==> src/rtl/stack_display_pkg.sv <==
// rtl/stack_display_pkg.sv - shared state type, widths and add-3 helper for stack_display_decoder
package stack_display_pkg;

   typedef enum logic [1:0] {IDLE, LOAD, SHIFT, DONE} conv_state_e;

   localparam int BCD_NIBBLE_W = 4;
   localparam int DIGIT_OUT_W  = 5;

   function automatic logic [BCD_NIBBLE_W-1:0] nibble_add3(input logic [BCD_NIBBLE_W-1:0] n);
      return (n >= 4'd5) ? n + 4'd3 : n;
   endfunction

endpackage

==> src/rtl/bin2bcd_seq.sv <==
// rtl/bin2bcd_seq.sv - sequential double-dabble binary to BCD converter with start/done handshake
module bin2bcd_seq
   import stack_display_pkg::*;
#(
   parameter int WIDTH  = 32,
   parameter int DIGITS = 10
) (
   input  logic                             clk,
   input  logic                             rst,
   input  logic                             start,
   input  logic [WIDTH-1:0]                 din,
   output logic                             busy,
   output logic                             done,
   output logic [WIDTH-1:0]                 captured,
   output logic [BCD_NIBBLE_W*DIGITS-1:0]   result
);

   localparam int BW    = BCD_NIBBLE_W * DIGITS;
   localparam int CNT_W = (WIDTH > 1) ? $clog2(WIDTH) : 1;

   conv_state_e      state_q, state_d;
   logic [WIDTH-1:0] cap_q, cap_d;
   logic [WIDTH-1:0] work_q, work_d;
   logic [BW-1:0]    sr_q, sr_d;
   logic [BW-1:0]    adj;
   logic [CNT_W-1:0] cnt_q, cnt_d;
   logic             busy_q, busy_d;

   always_comb begin
      state_d = state_q;
      cap_d   = cap_q;
      work_d  = work_q;
      sr_d    = sr_q;
      cnt_d   = cnt_q;
      busy_d  = busy_q;
      for (int i = 0; i < DIGITS; i++)
         adj[i*BCD_NIBBLE_W +: BCD_NIBBLE_W] = nibble_add3(sr_q[i*BCD_NIBBLE_W +: BCD_NIBBLE_W]);
      case (state_q)
         // value is latched on the way out of IDLE so later changes cannot leak in
         IDLE: if (start) begin
            cap_d   = din;
            state_d = LOAD;
         end
         LOAD: begin
            work_d  = cap_q;
            sr_d    = '0;
            cnt_d   = '0;
            busy_d  = 1'b1;
            state_d = SHIFT;
         end
         SHIFT: begin
            sr_d   = {adj[BW-2:0], work_q[WIDTH-1]};
            work_d = work_q << 1;
            cnt_d  = cnt_q + CNT_W'(1);
            if (cnt_q == CNT_W'(WIDTH-1)) state_d = DONE;
         end
         DONE: begin
            busy_d  = 1'b0;
            state_d = IDLE;
         end
         default: state_d = IDLE;
      endcase
   end

   always_ff @(posedge clk) begin
      if (rst) begin
         state_q <= IDLE;
         cap_q   <= '0;
         work_q  <= '0;
         sr_q    <= '0;
         cnt_q   <= '0;
         busy_q  <= 1'b0;
      end else begin
         state_q <= state_d;
         cap_q   <= cap_d;
         work_q  <= work_d;
         sr_q    <= sr_d;
         cnt_q   <= cnt_d;
         busy_q  <= busy_d;
      end
   end

   assign busy     = busy_q;
   assign done     = (state_q == DONE);
   assign captured = cap_q;
   assign result   = sr_q;

endmodule

==> src/rtl/stack_display_decoder.sv <==
// rtl/stack_display_decoder.sv - stack-top to multiplexed decimal display; STACK_DISPLAY_LZB_EN enables leading-zero blanking
module stack_display_decoder
   import stack_display_pkg::*;
#(
   parameter int WIDTH    = 32,
   parameter int DIGITS   = 10,
   parameter int SCAN_DIV = 16
) (
   input  logic                              clk,
   input  logic                              rst,
   input  logic [WIDTH-1:0]                  value,
   input  logic                              value_valid,
   output logic                              busy,
   output logic [BCD_NIBBLE_W*DIGITS-1:0]    bcd,
   output logic                              bcd_ready,
   output logic [DIGIT_OUT_W-1:0]            digit,
   output logic                              digit_valid,
   output logic [DIGITS-1:0]                 digit_sel
);

   localparam int BW    = BCD_NIBBLE_W * DIGITS;
   localparam int IDX_W = (DIGITS > 1) ? $clog2(DIGITS) : 1;

   logic             start, conv_done;
   logic [WIDTH-1:0] captured;
   logic [BW-1:0]    conv_result;

   logic [BW-1:0]          bcd_q, bcd_d;
   logic                   bcd_ready_q, bcd_ready_d;
   logic [SCAN_DIV-1:0]    pre_q, pre_d;
   logic [IDX_W-1:0]       idx_q, idx_d;
   logic [DIGIT_OUT_W-1:0] digit_q, digit_d;
   logic                   digit_valid_q, digit_valid_d;
   logic [DIGITS-1:0]      digit_sel_q, digit_sel_d;
   logic                   show;
`ifdef STACK_DISPLAY_LZB_EN
   logic [IDX_W-1:0]       msd;
`endif

   // a fresh conversion is needed whenever the shown result is missing or stale
   assign start = value_valid && (!bcd_ready_q || (value != captured));

   bin2bcd_seq #(.WIDTH(WIDTH), .DIGITS(DIGITS)) u_conv (
      .clk      (clk),
      .rst      (rst),
      .start    (start),
      .din      (value),
      .busy     (busy),
      .done     (conv_done),
      .captured (captured),
      .result   (conv_result)
   );

   always_comb begin
      bcd_d       = bcd_q;
      bcd_ready_d = bcd_ready_q;
      if (conv_done) begin
         bcd_d       = conv_result;
         bcd_ready_d = 1'b1;
      end
      pre_d = pre_q + SCAN_DIV'(1);
      idx_d = idx_q;
      if (&pre_q) idx_d = (idx_q == IDX_W'(DIGITS-1)) ? '0 : idx_q + IDX_W'(1);
      show = value_valid & bcd_ready_q;
`ifdef STACK_DISPLAY_LZB_EN
      msd = '0;
      for (int i = 0; i < DIGITS; i++)
         if (bcd_q[i*BCD_NIBBLE_W +: BCD_NIBBLE_W] != 4'd0) msd = IDX_W'(i);
      show = show & (idx_q <= msd);
`endif
      digit_sel_d   = DIGITS'(1) << idx_q;
      digit_d       = {1'b0, bcd_q[{idx_q, 2'b00} +: BCD_NIBBLE_W]};
      digit_valid_d = show;
   end

   always_ff @(posedge clk) begin
      if (rst) begin
         bcd_q         <= '0;
         bcd_ready_q   <= 1'b0;
         pre_q         <= '0;
         idx_q         <= '0;
         digit_q       <= '0;
         digit_valid_q <= 1'b0;
         digit_sel_q   <= DIGITS'(1);
      end else begin
         bcd_q         <= bcd_d;
         bcd_ready_q   <= bcd_ready_d;
         pre_q         <= pre_d;
         idx_q         <= idx_d;
         digit_q       <= digit_d;
         digit_valid_q <= digit_valid_d;
         digit_sel_q   <= digit_sel_d;
      end
   end

   assign bcd         = bcd_q;
   assign bcd_ready   = bcd_ready_q;
   assign digit       = digit_q;
   assign digit_valid = digit_valid_q;
   assign digit_sel   = digit_sel_q;

endmodule

==> config.mk <==
export PLATFORM = sky130hd
export DESIGN_NAME = stack_display_decoder
export DESIGN_NICKNAME = d
export VERILOG_FILES = /design/src/rtl/stack_display_pkg.sv /design/src/rtl/bin2bcd_seq.sv /design/src/rtl/stack_display_decoder.sv
export SDC_FILE = /design/constraint.sdc
export NUM_CORES = 1
export LEC_CHECK = 0
export ABC_AREA = 0
export BUFFER_PORTS_ARGS = -buffer_cell sky130_fd_sc_hd__buf_2
export CAP_MARGIN = 10
export CORE_ASPECT_RATIO = 1.75
export CORE_MARGIN = 2
export CORE_UTILIZATION = 35
export CTS_CLUSTER_DIAMETER = 30
export DETAILED_ROUTE_END_ITERATION = 10
export PLACE_DENSITY = 0.51
export SLEW_MARGIN = 20
export SYNTH_ARGS = -nofsm -noshare
export SYNTH_HDL_FRONTEND = slang
export SYNTH_SLANG_ARGS = --single-unit
==> constraint.sdc <==
create_clock -name clk -period 2.2 [get_ports clk]
set_clock_uncertainty 0.05 [all_clocks]
set_input_delay 0.11 -clock clk [delete_from_list [all_inputs] [get_ports clk]]
set_output_delay 0.11 -clock clk [all_outputs]
set_load 0.02 [all_outputs]
==> impl_metrics.ini <==
[cts]
clk_latency_ns = 0.44
postCtsSetupRepairBufs = 0
path_clk_slew_ns = 0.07
cts_buffers = 17
clockBufferDepth = 2
root_buffer = clkbuf_16
cts_tree = yes
htreeDepth = 4
cts_sinks = 188

[timing]
fin_crit_ns = 2.04
fin_ws_ns = 0.159
fmax_ghz = 0.490
fin_crit_sh = 0.928
setup_viol = 0
hold_violations = 0
max_slew_margin = 0.542
slew_violations = 0
tightest_slew_ns = 0.687
fin_setup_tns_ns = 0

[setup_path]
cp_max_fo = 18
r2r_start = u_conv.captured[23]
cp.required_ns = 2.46
path_buf_inv = 1
path_cells = xor2_1 -> nor4_2 -> nand4_1 -> nor3_4 -> nor2_4 -> buf_4 -> mux2i_1
cp_slowest_cell = dfxtp_1
slowest_delay_ns = 0.33
rrSetupSlack_ns = 0.16
reg2regPathDepth = 7
worst_setup_path_start_kind = flop
arrival_ns = 2.30
r2r-end = u_conv.captured[28]
critical-path-top-delay-family = simple AND/OR/NAND/NOR gates
criticalPathCategory = reg -> reg
end_kind = flop

[floorplanning]
chipHeight_um = 212
core_area_um2 = 24400
num_io_pins = 93
start_util = 0.352
rows = 76
dieArea_um2 = 25900
dieWidth_um = 123

[worst_hold_path]
hold_end = u_conv.cnt_q[4]
hold_class = reg -> reg
hp-start = u_conv.cnt_q[4]
hold_depth = 2

[global_routing]
grt_usage = 0.181
grt_pass1_wl_mm = 35.7
grt_max_degree = 63
grt.overflow.total = 0
grt_pass1_vias = 6637
antenna_found_initial = 0

[placed_design]
placed_area_um2 = 9440
place_hpwl_mm = 16.0
dp_slack_ns = -0.0426
placedCellCount = 1302
place_congestion = 0.784
port-buffer-count = 91

[route]
first_pass_iters = 6
wl_per_cell_um = 16.6
drt-vias-per-instance = 4.96
num_vias = 6779
drtIter0Drc = 467
ant_nets = 0
drc = 0
wirelength_mm = 22.8

[power]
leakagePower_nw = 4.04
p_sw_frac = 0.323
pwr-share-clk = 0.333
ir_drop_mv = 0.582
combPwrFrac = 0.261
internal-power_mw = 6.91
power_frac_seq = 0.406
power_density_nw_per_um2 = 978
power.switching_mw = 3.31

[logic_synthesis]
synth_top_area_frac = 0.437
synth_area_per_cell_um2 = 9.21
syn_inst = 935
syn_area_um2 = 8610
ys_seq_area_frac = 0.437
ys_types = 50
ys.flop_type = dfxtp_1
syn_nets = 998
ys_ff_latch = 188
synth_edf_count = 0
async_flop_share = 0
yosysTopAreaCell = dfxtp_1
synthTopCellsByArea = dfxtp_1 (44%), mux2i_1 (13%), nor2_1 (6.0%)
yosys_warnings = 0

[cells_and_area]
fin_util = 0.427
drive_above_1_share = 0.157
fin_cells = 1368
stdcell_area_um2 = 10400
nFillCells = 2430
fin_nets = 1106
area_delta_synth_final_pct = 21.3
insertedDiodeCount = 0

[run_status]
status = finished clean

[flow_run]
maxCapViolCount = 0
==> sequential cells by signal, summed over array words and instances, names as in the netlist, 4 cells and up <==
| name | flops |
|---|---|
| bcd | 40 |
| digit | 4 |
| digit_sel | 10 |
| idx_q | 4 |
| pre_q | 16 |
| u_conv.captured | 32 |
| u_conv.cnt_q | 5 |
| u_conv.result | 40 |
| u_conv.work_q | 32 |
==> power groups by stage <==
stage               Combinational, mW  Clock [mW]  Sequential (mW)
floorplan                        1.92           0             4.13
global placement                 2.65           0             4.22
detailed placement               2.66           0             4.23
CTS                              2.72        3.50             4.15
global route                     2.96        3.62             4.20
finish                           2.67        3.40             4.15
==> cell families after synthesis <==
logic type                 count (synthesis)  synth area share
and+or+nand+nor                          306             0.158
DFF                                      188             0.437
AOI/OAI and AO/OA                        144             0.111
muxes                                    118             0.149
buffers and inverters                     90            0.0433
xor gates and xnor gates                  60            0.0610
adders and majority gates                 28            0.0407
other                                      1          0.000435
==> what timing repair did <==
item | in CTS | in global routing
pin swaps | 0 | 1
endpoints found under the setup margin | 30 | 12
hold buffers | 34 | 0
hold endpoints to repair | 41 | 0
resized for setup | 1 | 1
==> worst min-delay path, delay by kind of cell, from the launching register on <==
kind               cells  cell delay (ns)
and+or+nand+nor        1             0.06
DFF                    1             0.31
AOI/OAI and AO/OA      1             0.05
==> area by class of cell <==
type / instances / area [µm²] / share of cell area
Inverter: 31 / 116 / 0.0111
Multi-Input combinational cell: 657 / 4510 / 0.431
Clock buffer: 20 / 437 / 0.0418
Tap cell: 312 / 390 / 0.0374
Timing Repair Buffer: 148 / 1020 / 0.0977
Sequential cell: 188 / 3760 / 0.360
Clock inverter: 12 / 213 / 0.0204
==> worst max-delay path by stage <==
stage | from | end | slack (ns) | cells past startpoint
2_1_floorplan | u_conv.state_q[0] | u_conv.result[1] | 0.27 | 8
3_3_place_gp | u_conv.captured[23] | u_conv.captured[29] | -0.02 | 7
3_5_place_dp | u_conv.captured[23] | u_conv.captured[23] | -0.04 | 7
4_1_cts | u_conv.captured[23] | u_conv.captured[28] | 0.07 | 7
5_1_grt | u_conv.captured[23] | u_conv.captured[28] | -0.008 | 7
6_report | u_conv.captured[23] | u_conv.captured[28] | 0.16 | 7
==> metrics by stage <==
stage,hold slack [ns],power [mW]
after floorplan,0.202,6.05
after global placement,0.331,6.87
after detailed placement,0.335,6.89
after CTS,0.413,10.4
after global routing,0.431,10.8
final,0.418,10.2
==> Yosys cell counts, drive strengths merged (2+ instances only) <==
library cell,number
dfxtp,188
nor2,139
mux2i,110
nand2,90
xor2,46
clkbuf,39
a21oi,34
a211oi,33
inv,30
ha,28
o21ai,26
a22oi,20
buf,20
nor3,17
xnor2,14
nand2b,13
nand3,13
a32oi,10
o31ai,10
mux4,8
nor4,8
or3,6
and3,5
nand4,5
nor2b,5
o22ai,4
o41ai,2
==> layout by cell type (no fill, tap or decap), drive strengths merged, types with 2 or more instances in the layout <==
cell         count
nand2b          13
a21oi           34
ha              28
nor2           139
xnor2           14
a22oi           20
or3              6
o41ai            2
inv             32
o22ai            4
a211oi          33
nor2b            5
nor4             8
clkbuf          20
clkinv           5
nand3           13
mux4             8
buf            114
o21ai           26
nand2           90
a32oi           10
mux2i          110
nor3            17
nand4            5
bufinv           5
dfxtp          188
and3             5
o31ai           10
dlygate4sd3     34
xor2            46
==> per-layer routing <==
layer / vias to the layer above / wire length [µm] / global-route usage / part of all wire
met2: 138 / 12000 / 0.329 / 0.53
met4: 0 / 348 / 0.0567 / 0.015
met5: - / 0 / 0 / 0
li1: 3436 / - / - / -
met3: 15 / 739 / 0.0337 / 0.032
met1: 3190 / 9700 / 0.212 / 0.43
No activity file was read; power rests on OpenSTA's default activity.
